**src/rtl/stage_execute_md.sv**
```systemverilog
// Execute stage: single-cycle ALU with registered EX/MEM outputs, iterative
// signed multiply/divide (one step per cycle), registered branch/jump redirect.
module stage_execute_md #(
  parameter int WIDTH = 32
) (
  input  logic             clock,
  input  logic             reset,
  input  logic             flush,
  input  logic             in_valid,
  output logic             in_ready,
  input  logic [4:0]       opcode,
  input  logic [4:0]       alu_op,
  input  logic [4:0]       shamt,
  input  logic [16:0]      immediate,
  input  logic [26:0]      target,
  input  logic [WIDTH-1:0] operand_a,
  input  logic [WIDTH-1:0] operand_b,
  input  logic [WIDTH-1:0] pc_plus_4,
  output logic             out_valid,
  output logic [WIDTH-1:0] o_out,
  output logic [WIDTH-1:0] b_out,
  output logic             overflow,
  output logic             redirect_valid,
  output logic [WIDTH-1:0] redirect_pc
);
  localparam int CW = $clog2(WIDTH + 1);
  localparam int DW = 2 * WIDTH;
  localparam logic [4:0] OP_ADDI = 5'b00101, OP_SW  = 5'b00111, OP_LW  = 5'b01000;
  localparam logic [4:0] OP_BNE  = 5'b00010, OP_BLT = 5'b00110, OP_BEX = 5'b10110;
  localparam logic [4:0] OP_J    = 5'b00001, OP_JAL = 5'b00011, OP_JR  = 5'b00100;
  localparam logic [4:0] ALU_ADD = 5'b00000, ALU_SUB = 5'b00001, ALU_AND = 5'b00010;
  localparam logic [4:0] ALU_OR  = 5'b00011, ALU_SLL = 5'b00100, ALU_SRA = 5'b00101;
  localparam logic [4:0] ALU_MUL = 5'b00110, ALU_DIV = 5'b00111;
  localparam logic [WIDTH-1:0] MIN_VAL = {1'b1, {(WIDTH-1){1'b0}}};

  function automatic logic [WIDTH-1:0] sext17(input logic [16:0] v);
    return {{(WIDTH-17){v[16]}}, v};
  endfunction

  // Registers
  logic             r_busy, r_is_div, r_neg, r_div_zero, r_div_min;
  logic [CW-1:0]    r_cnt;
  logic [DW-1:0]    r_acc;       // mul: {partial, multiplier}; div: {remainder, quotient}
  logic [WIDTH-1:0] r_mag_d;     // mul: |A| addend; div: |B| divisor
  logic             r_out_valid, r_overflow, r_redirect_valid;
  logic [WIDTH-1:0] r_o_out, r_b_out, r_redirect_pc;

  // Decode / single-cycle datapath wires
  logic             w_is_mem, w_is_ctl, w_taken, w_start_md, w_alu_ovf, w_ovf;
  logic [4:0]       w_alu_op;
  logic [WIDTH-1:0] w_alu_b, w_sum, w_dif, w_alu_res, w_result, w_target;
  logic [WIDTH-1:0] w_jump_pc, w_mag_a, w_mag_b;
  // Iterative unit wires
  logic [WIDTH:0]   w_psum, w_shift, w_rdiff;
  logic             w_ge;
  logic [DW-1:0]    w_md_next, w_prod;
  logic [WIDTH-1:0] w_quot, w_md_res;
  logic             w_md_ovf;

  assign in_ready       = ~r_busy;
  assign out_valid      = r_out_valid;
  assign o_out          = r_o_out;
  assign b_out          = r_b_out;
  assign overflow       = r_overflow;
  assign redirect_valid = r_redirect_valid;
  assign redirect_pc    = r_redirect_pc;

  // Decode the instruction, evaluate the ALU, branch condition and redirect target
  always_comb begin
    w_is_mem  = (opcode == OP_ADDI) || (opcode == OP_SW) || (opcode == OP_LW);
    w_alu_op  = w_is_mem ? 5'b00000 : alu_op;
    if (w_is_mem) begin
      w_alu_b = sext17(immediate);
    end else if (opcode == OP_BEX) begin
      w_alu_b = {WIDTH{1'b0}};
    end else begin
      w_alu_b = operand_b;
    end
    w_sum     = operand_a + w_alu_b;
    w_dif     = operand_a - w_alu_b;
    w_alu_res = {WIDTH{1'b0}};
    w_alu_ovf = 1'b0;
    case (w_alu_op)
      ALU_ADD: begin
        w_alu_res = w_sum;
        w_alu_ovf = (operand_a[WIDTH-1] == w_alu_b[WIDTH-1]) && (w_sum[WIDTH-1] != operand_a[WIDTH-1]);
      end
      ALU_SUB: begin
        w_alu_res = w_dif;
        w_alu_ovf = (operand_a[WIDTH-1] != w_alu_b[WIDTH-1]) && (w_dif[WIDTH-1] != operand_a[WIDTH-1]);
      end
      ALU_AND: w_alu_res = operand_a & w_alu_b;
      ALU_OR:  w_alu_res = operand_a | w_alu_b;
      ALU_SLL: w_alu_res = operand_a << shamt;
      ALU_SRA: w_alu_res = $signed(operand_a) >>> shamt;
      default: w_alu_res = {WIDTH{1'b0}};
    endcase
    w_jump_pc = {pc_plus_4[WIDTH-1:27], target};
    w_is_ctl  = 1'b1;
    case (opcode)
      OP_BNE: begin
        w_taken  = (operand_a != operand_b);
        w_target = pc_plus_4 + sext17(immediate);
      end
      OP_BLT: begin
        w_taken  = ($signed(operand_b) < $signed(operand_a));
        w_target = pc_plus_4 + sext17(immediate);
      end
      OP_BEX: begin
        w_taken  = (operand_a != {WIDTH{1'b0}});
        w_target = w_jump_pc;
      end
      OP_J, OP_JAL: begin
        w_taken  = 1'b1;
        w_target = w_jump_pc;
      end
      OP_JR: begin
        w_taken  = 1'b1;
        w_target = operand_b;
      end
      default: begin
        w_is_ctl = 1'b0;
        w_taken  = 1'b0;
        w_target = {WIDTH{1'b0}};
      end
    endcase
    w_start_md = ~w_is_ctl && ((w_alu_op == ALU_MUL) || (w_alu_op == ALU_DIV));
    if (w_is_ctl) begin
      w_result = (opcode == OP_JAL) ? pc_plus_4 : {WIDTH{1'b0}};
      w_ovf    = 1'b0;
    end else begin
      w_result = w_alu_res;
      w_ovf    = w_alu_ovf;
    end
    w_mag_a = operand_a[WIDTH-1] ? (~operand_a + WIDTH'(1)) : operand_a;
    w_mag_b = w_alu_b[WIDTH-1] ? (~w_alu_b + WIDTH'(1)) : w_alu_b;
  end

  // One shift-add (mul) or restoring (div) step on magnitudes, plus final sign fix-up
  always_comb begin
    w_psum  = {1'b0, r_acc[DW-1:WIDTH]} + (r_acc[0] ? {1'b0, r_mag_d} : {(WIDTH+1){1'b0}});
    w_shift = {r_acc[DW-1:WIDTH], r_acc[WIDTH-1]};
    w_rdiff = w_shift - {1'b0, r_mag_d};
    w_ge    = (w_shift >= {1'b0, r_mag_d});
    if (r_is_div) begin
      w_md_next = {(w_ge ? w_rdiff[WIDTH-1:0] : w_shift[WIDTH-1:0]), r_acc[WIDTH-2:0], w_ge};
    end else begin
      w_md_next = {w_psum, r_acc[WIDTH-1:1]};
    end
    w_prod = r_neg ? (~r_acc + DW'(1)) : r_acc;
    w_quot = r_neg ? (~r_acc[WIDTH-1:0] + WIDTH'(1)) : r_acc[WIDTH-1:0];
    if (!r_is_div) begin
      w_md_res = w_prod[WIDTH-1:0];
      w_md_ovf = ~(&w_prod[DW-1:WIDTH-1]) && (|w_prod[DW-1:WIDTH-1]);
    end else if (r_div_zero) begin
      w_md_res = {WIDTH{1'b0}};
      w_md_ovf = 1'b1;
    end else if (r_div_min) begin
      w_md_res = MIN_VAL;
      w_md_ovf = 1'b1;
    end else begin
      w_md_res = w_quot;
      w_md_ovf = 1'b0;
    end
  end

  // Pipeline state: accept, iterate, write results, flush and reset
  always_ff @(posedge clock) begin
    if (reset) begin
      r_busy <= 1'b0; r_is_div <= 1'b0; r_neg <= 1'b0; r_div_zero <= 1'b0; r_div_min <= 1'b0;
      r_cnt <= {CW{1'b0}}; r_acc <= {DW{1'b0}}; r_mag_d <= {WIDTH{1'b0}};
      r_out_valid <= 1'b0; r_overflow <= 1'b0; r_redirect_valid <= 1'b0;
      r_o_out <= {WIDTH{1'b0}}; r_b_out <= {WIDTH{1'b0}}; r_redirect_pc <= {WIDTH{1'b0}};
    end else if (flush) begin
      r_busy           <= 1'b0;
      r_out_valid      <= 1'b0;
      r_redirect_valid <= 1'b0;
    end else if (r_busy) begin
      r_redirect_valid <= 1'b0;
      if (r_cnt == CW'(WIDTH)) begin
        r_busy      <= 1'b0;
        r_out_valid <= 1'b1;
        r_o_out     <= w_md_res;
        r_overflow  <= w_md_ovf;
      end else begin
        r_out_valid <= 1'b0;
        r_acc       <= w_md_next;
        r_cnt       <= r_cnt + CW'(1);
      end
    end else if (in_valid) begin
      r_b_out <= operand_b;
      if (w_start_md) begin
        r_busy           <= 1'b1;
        r_out_valid      <= 1'b0;
        r_redirect_valid <= 1'b0;
        r_cnt            <= {CW{1'b0}};
        r_is_div         <= (w_alu_op == ALU_DIV);
        r_neg            <= operand_a[WIDTH-1] ^ w_alu_b[WIDTH-1];
        r_div_zero       <= (w_alu_b == {WIDTH{1'b0}});
        r_div_min        <= (operand_a == MIN_VAL) && (w_alu_b == {WIDTH{1'b1}});
        r_acc            <= {{WIDTH{1'b0}}, ((w_alu_op == ALU_DIV) ? w_mag_a : w_mag_b)};
        r_mag_d          <= (w_alu_op == ALU_DIV) ? w_mag_b : w_mag_a;
      end else begin
        r_out_valid      <= 1'b1;
        r_o_out          <= w_result;
        r_overflow       <= w_ovf;
        r_redirect_valid <= w_taken;
        r_redirect_pc    <= w_taken ? w_target : r_redirect_pc;
      end
    end else begin
      r_out_valid      <= 1'b0;
      r_redirect_valid <= 1'b0;
    end
  end
endmodule

```
**config.mk**
```make
export PLATFORM = sky130hd
export DESIGN_NAME = stage_execute_md
export DESIGN_NICKNAME = d
export VERILOG_FILES = /design/src/rtl/stage_execute_md.sv
export SDC_FILE = /design/constraint.sdc
export NUM_CORES = 2
export LEC_CHECK = 0
export CORE_MARGIN = 2
export CORE_UTILIZATION = 60
export DETAILED_ROUTE_END_ITERATION = 8
export MAX_ROUTING_LAYER = met4
export PLACE_DENSITY = 0.83
export SETUP_SLACK_MARGIN = 0.15
export SYNTH_ARGS = -nofsm -noshare
export SYNTH_HDL_FRONTEND = slang
export SYNTH_SLANG_ARGS = --single-unit
```
**constraint.sdc**
```tcl
create_clock -name clock -period 6.5 [get_ports clock]
set_input_delay 1.3 -clock clock [delete_from_list [all_inputs] [get_ports clock]]
set_output_delay 1.3 -clock clock [all_outputs]
set_load 0.01 [all_outputs]
```
==> parameters.txt <==
Parameter                              Value

Logic synthesis
  Number of distinct standard cells referenced by the synthesized netlist    102
  Syn Area/Cell    7.25 µm²
  Synth Flop Type    sky130_fd_sc_hd__dfxtp_1
  Syn Nets    4156
  Share of the synthesized netlist area taken by xor and xnor gates    7.38%
  Fraction of registers with async set/reset    0%
  Number of enable-type register cells in the synthesized netlist    0
  Synthesized-area fraction occupied by adder cells    9.06%
  Flip-flop and latch count after synthesis    206
  Synth Cell Area    27500 µm²
  Area share of the leading cell type in the synthesized netlist    15.0%
  Synth area leaders    sky130_fd_sc_hd__dfxtp_1 15%, sky130_fd_sc_hd__ha_1 8.8%, sky130_fd_sc_hd__a21oi_1 6.2%
  Dominant combinational cell family by area after synthesis    compound AO/OA/AOI/OAI gates
  Cell type contributing the most total cell area after synthesis    sky130_fd_sc_hd__dfxtp_1
  Simple-gate share of the synthesized area    20.1%
  Sequential area share after synthesis    15.0%
  Total of warnings raised by yosys    0
  Post-Synthesis Cells    3800
  Share of synthesized area spent on multiplexers    8.87%
  Fraction of the mapped netlist area in compound gates    32.7%

Clock network
  CTS root buffer    sky130_fd_sc_hd__clkbuf_16
  Sinks on the clock net    206
  Hold_buf cts    0
  Number of buffers created by CTS    26
  TritonCTS clock tree    done
  Postcts setup bufs    0
  Post-CTS clock slew at the launch and capture registers of the worst setup and hold paths    60 ps
  Maximum clock path buffer count    3
  Total of cells resized after clock tree synthesis    0
  H-tree Lvls    1
  Clk Latency, worst-skew pair    570 ps

Power and ir drop
  Power share of the combinational group    42.9%
  Sequential share of power    26.8%
  Sw Share    39.8%
  Leakage power total    13.0 nW
  Power per cell area    154 nW/µm²
  Clock network fraction of design power    30.3%
  Highest ir drop seen on vdd    0.204 mV
  Net switching component of the power    1.97 mW
  Internal power    2.97 mW

Hold path
  Hold Crit Start    b_out[7]
  Worst hold-check path type    reg2reg

Finish
  Syn-to-layout area delta    16.2%
  Combined area of the multi-input logic cells    21600 µm²
  FF+latch area    4130 µm²
  Final instance area    32000 µm²
  Non-Filler Instances    4618
  Layout cells sized above 1    9.41%
  Final net count    4343
  Filler cells    3892

Status
  Run status    complete, no violations

Placement
  Worst slack at placement    171 ps
  Global placement routability congestion    1.13
  Post-Place Cells    4559
  Detailed Place HPWL    103000 µm
  Post-DP Area    31100 µm²
  PortBufs    258

Timing
  Fin worst setup slack    641 ps
  Post-layout minimum cycle time    5860 ps
  Clock skew    19.9 ps
  Maximum achievable frequency    171 MHz
  Worst-case headroom to the max-slew limit    8.98%
  Final worst-path cycle share    90.1%
  Final hold slack    455 ps
  Final setup viols    0
  Slew of the pin with the lowest slew margin    1350 ps
  Final hold violations    0
  Fin. max-slew vios    0
  Setup tns final    0 ps
  Unrepaired setup endpoints after global routing    false

Global route
  First-pass GRT wire length    195000 µm
  Number of global-route vias before repair    31200
  Largest net degree at the start of global routing    92
  Number of antenna violations at the first check in global routing    8
  Total GRT Usage    55.7%
  Leftover overflow at the end of global routing    0

Floorplanning
  Initial Utilization    60.7%
  I/O pin count    259
  Area of the die    47600 µm²
  Core ar.    45400 µm²
  Placement Rows    78
  Die boundary height    218 µm
  Die Width    218 µm

Route
  Number of vias per cell after detailed routing    7.32
  Final routed DRC violation total    0
  Count of TritonRoute iterations in the first routing pass    9
  Routed Antenna Nets    0
  DRC marker count from the first detailed-route iteration    5497
  Number of vias after detailed routing    33800
  Routed wire length    134000 µm
  Average wire length per cell after detail routing    29.0 µm

Critical path
  Critical path launch point    opcode[1]
  Register-to-Register Setup Slack    2020 ps
  Kind of start point of the critical path    primary input
  Startpoint-to-endpoint class of the critical path    in2reg
  CP required    6910 ps
  Cell at the slowest stage of the critical path    sky130_fd_sc_hd__or4b_1
  Peak per-stage delay on the critical path    630 ps
  Cell Chain, Critical Path    clkdlybuf4s50_1 -> or4b_1 -> buf_4 -> a21boi_2 -> a31oi_1 -> inv_1 -> ha_1 -> o41ai_1 -> nor3b_1 -> nand3b_1 -> a211oi_1 -> mux2_2 -> a221oi_1 -> a2111oi_2
  Critical path arrival    6270 ps
  Startpoint of the lowest-slack register-to-register path    r_acc[31]
  Category of the worst setup path capture point    flop
  Maximum fanout along the worst path    11

Run
  Number of violations of the max-capacitance limit    0
-- worst max-delay path, delay by kind of cell --
kind            cells  cell delay (ps)
compound gates      6             2050
simple gates        3             1270
buf+inv             3              880
fa+ha+maj           1              390
mux                 1              370
-- final timing paths --
kind	to	cells past startpoint
worst min register to register	b_out[7]	2
worst max register to register	r_acc[34]	15
worst min-delay path	b_out[7]	2
worst max-delay path	o_out[25]	14
-- routing by layer --
metal,track usage (%),up-vias,wire length [µm]
li1,-,14600,-
met1,63.6,15600,46600
met2,78.1,2751,54400
met3,19.8,887,19000
met4,45.0,0,14100
met5,-,-,0
-- layout make-up --
cell class	count	share of cell area, %
diodes	13	0.102
clock buffers	36	2.31
clock inverters	10	0.375
inverters	174	2.04
multi-input cells	3134	67.4
flip-flops and latches	206	12.9
well taps	600	2.35
repair buffers	445	12.5
-- cells in the mapped netlist, types with 23 or more instances --
cell	number
sky130_fd_sc_hd__o31ai_1	49
sky130_fd_sc_hd__a22oi_1	30
sky130_fd_sc_hd__o21a_1	23
sky130_fd_sc_hd__a222oi_1	35
sky130_fd_sc_hd__a21oi_1	342
sky130_fd_sc_hd__a221oi_1	25
sky130_fd_sc_hd__nand3_1	74
sky130_fd_sc_hd__mux4_2	45
sky130_fd_sc_hd__ha_1	193
sky130_fd_sc_hd__nand2_1	323
sky130_fd_sc_hd__clkbuf_1	221
sky130_fd_sc_hd__dfxtp_1	206
sky130_fd_sc_hd__or3_1	37
sky130_fd_sc_hd__buf_1	31
sky130_fd_sc_hd__nand4_1	45
sky130_fd_sc_hd__nor3_1	65
sky130_fd_sc_hd__xnor2_1	152
sky130_fd_sc_hd__o21bai_1	24
sky130_fd_sc_hd__nor2_1	427
sky130_fd_sc_hd__o211ai_1	37
sky130_fd_sc_hd__inv_1	168
sky130_fd_sc_hd__xor2_1	80
sky130_fd_sc_hd__a21o_1	87
sky130_fd_sc_hd__o221ai_1	38
sky130_fd_sc_hd__nor2b_1	28
sky130_fd_sc_hd__o21ai_0	254
sky130_fd_sc_hd__and3_1	25
sky130_fd_sc_hd__o22ai_1	33
sky130_fd_sc_hd__nor4_1	33
sky130_fd_sc_hd__a31oi_1	33
sky130_fd_sc_hd__a211oi_1	123
sky130_fd_sc_hd__mux2i_1	119
-- through the flow --
step,power [mW],util (%)
floorplan,2.58,-
global placement,3.33,68.5
detailed placement,3.34,68.5
CTS,4.80,70.4
global route,5.06,70.5
finish,4.93,70.5
-- placed cells by master, fill, tap and decap left out, drive strengths merged, types with 20 or more instances in the layout --
cell | synthesis | layout
nand2 | 323 | 323
or2 | 22 | 22
a22oi | 30 | 30
clkbuf | 232 | 36
nor3 | 68 | 68
a21oi | 345 | 345
and3 | 25 | 25
nand4 | 47 | 47
o31ai | 50 | 50
mux2i | 119 | 119
a211oi | 123 | 123
mux4 | 45 | 45
o22ai | 33 | 33
a222oi | 35 | 35
o221ai | 38 | 38
nor4 | 35 | 35
xnor2 | 152 | 152
nand3 | 74 | 74
dfxtp | 206 | 206
o211ai | 37 | 37
nor2b | 28 | 28
o21ai | 257 | 257
buf | 54 | 192
nor2 | 429 | 429
o21bai | 24 | 24
o41ai | 20 | 20
o21a | 23 | 23
clkdlybuf4s50 | 0 | 253
ha | 193 | 193
nand2b | 20 | 20
xor2 | 80 | 80
a21o | 87 | 87
or3 | 40 | 40
mux2 | 21 | 21
a31oi | 33 | 33
inv | 171 | 171
a221oi | 25 | 25
-- cell families after synthesis --
group | after synthesis
buffers and inverters | 460
AND/OR/NAND/NOR | 1182
multiplexers | 185
AO/OA/AOI/OAI | 1338
flip-flops | 206
XOR/XNOR | 232
adder cells (fa/ha/maj) | 197
-- sequential cells by signal, indices dropped and copies added (netlist names) --
| name | count |
|---|---|
| r_acc | 64 |
| r_is_div | 1 |
| redirect_pc | 32 |
| r_neg | 1 |
| b_out | 32 |
| r_div_zero | 1 |
| r_mag_d | 32 |
| overflow | 1 |
| r_busy | 1 |
| o_out | 32 |
| out_valid | 1 |
| r_div_min | 1 |
| redirect_valid | 1 |
| r_cnt | 6 |
-- power groups by stage --
stage / registers (mW) / clock network [mW] / logic, mW
final: 1.32 / 1.50 / 2.12
after global routing: 1.32 / 1.53 / 2.21
after CTS: 1.32 / 1.47 / 2.01
after detailed placement: 1.35 / 0 / 1.99
after global placement: 1.34 / 0 / 1.99
after floorplan: 1.35 / 0 / 1.23
No activity file was read; power rests on OpenSTA's default activity.
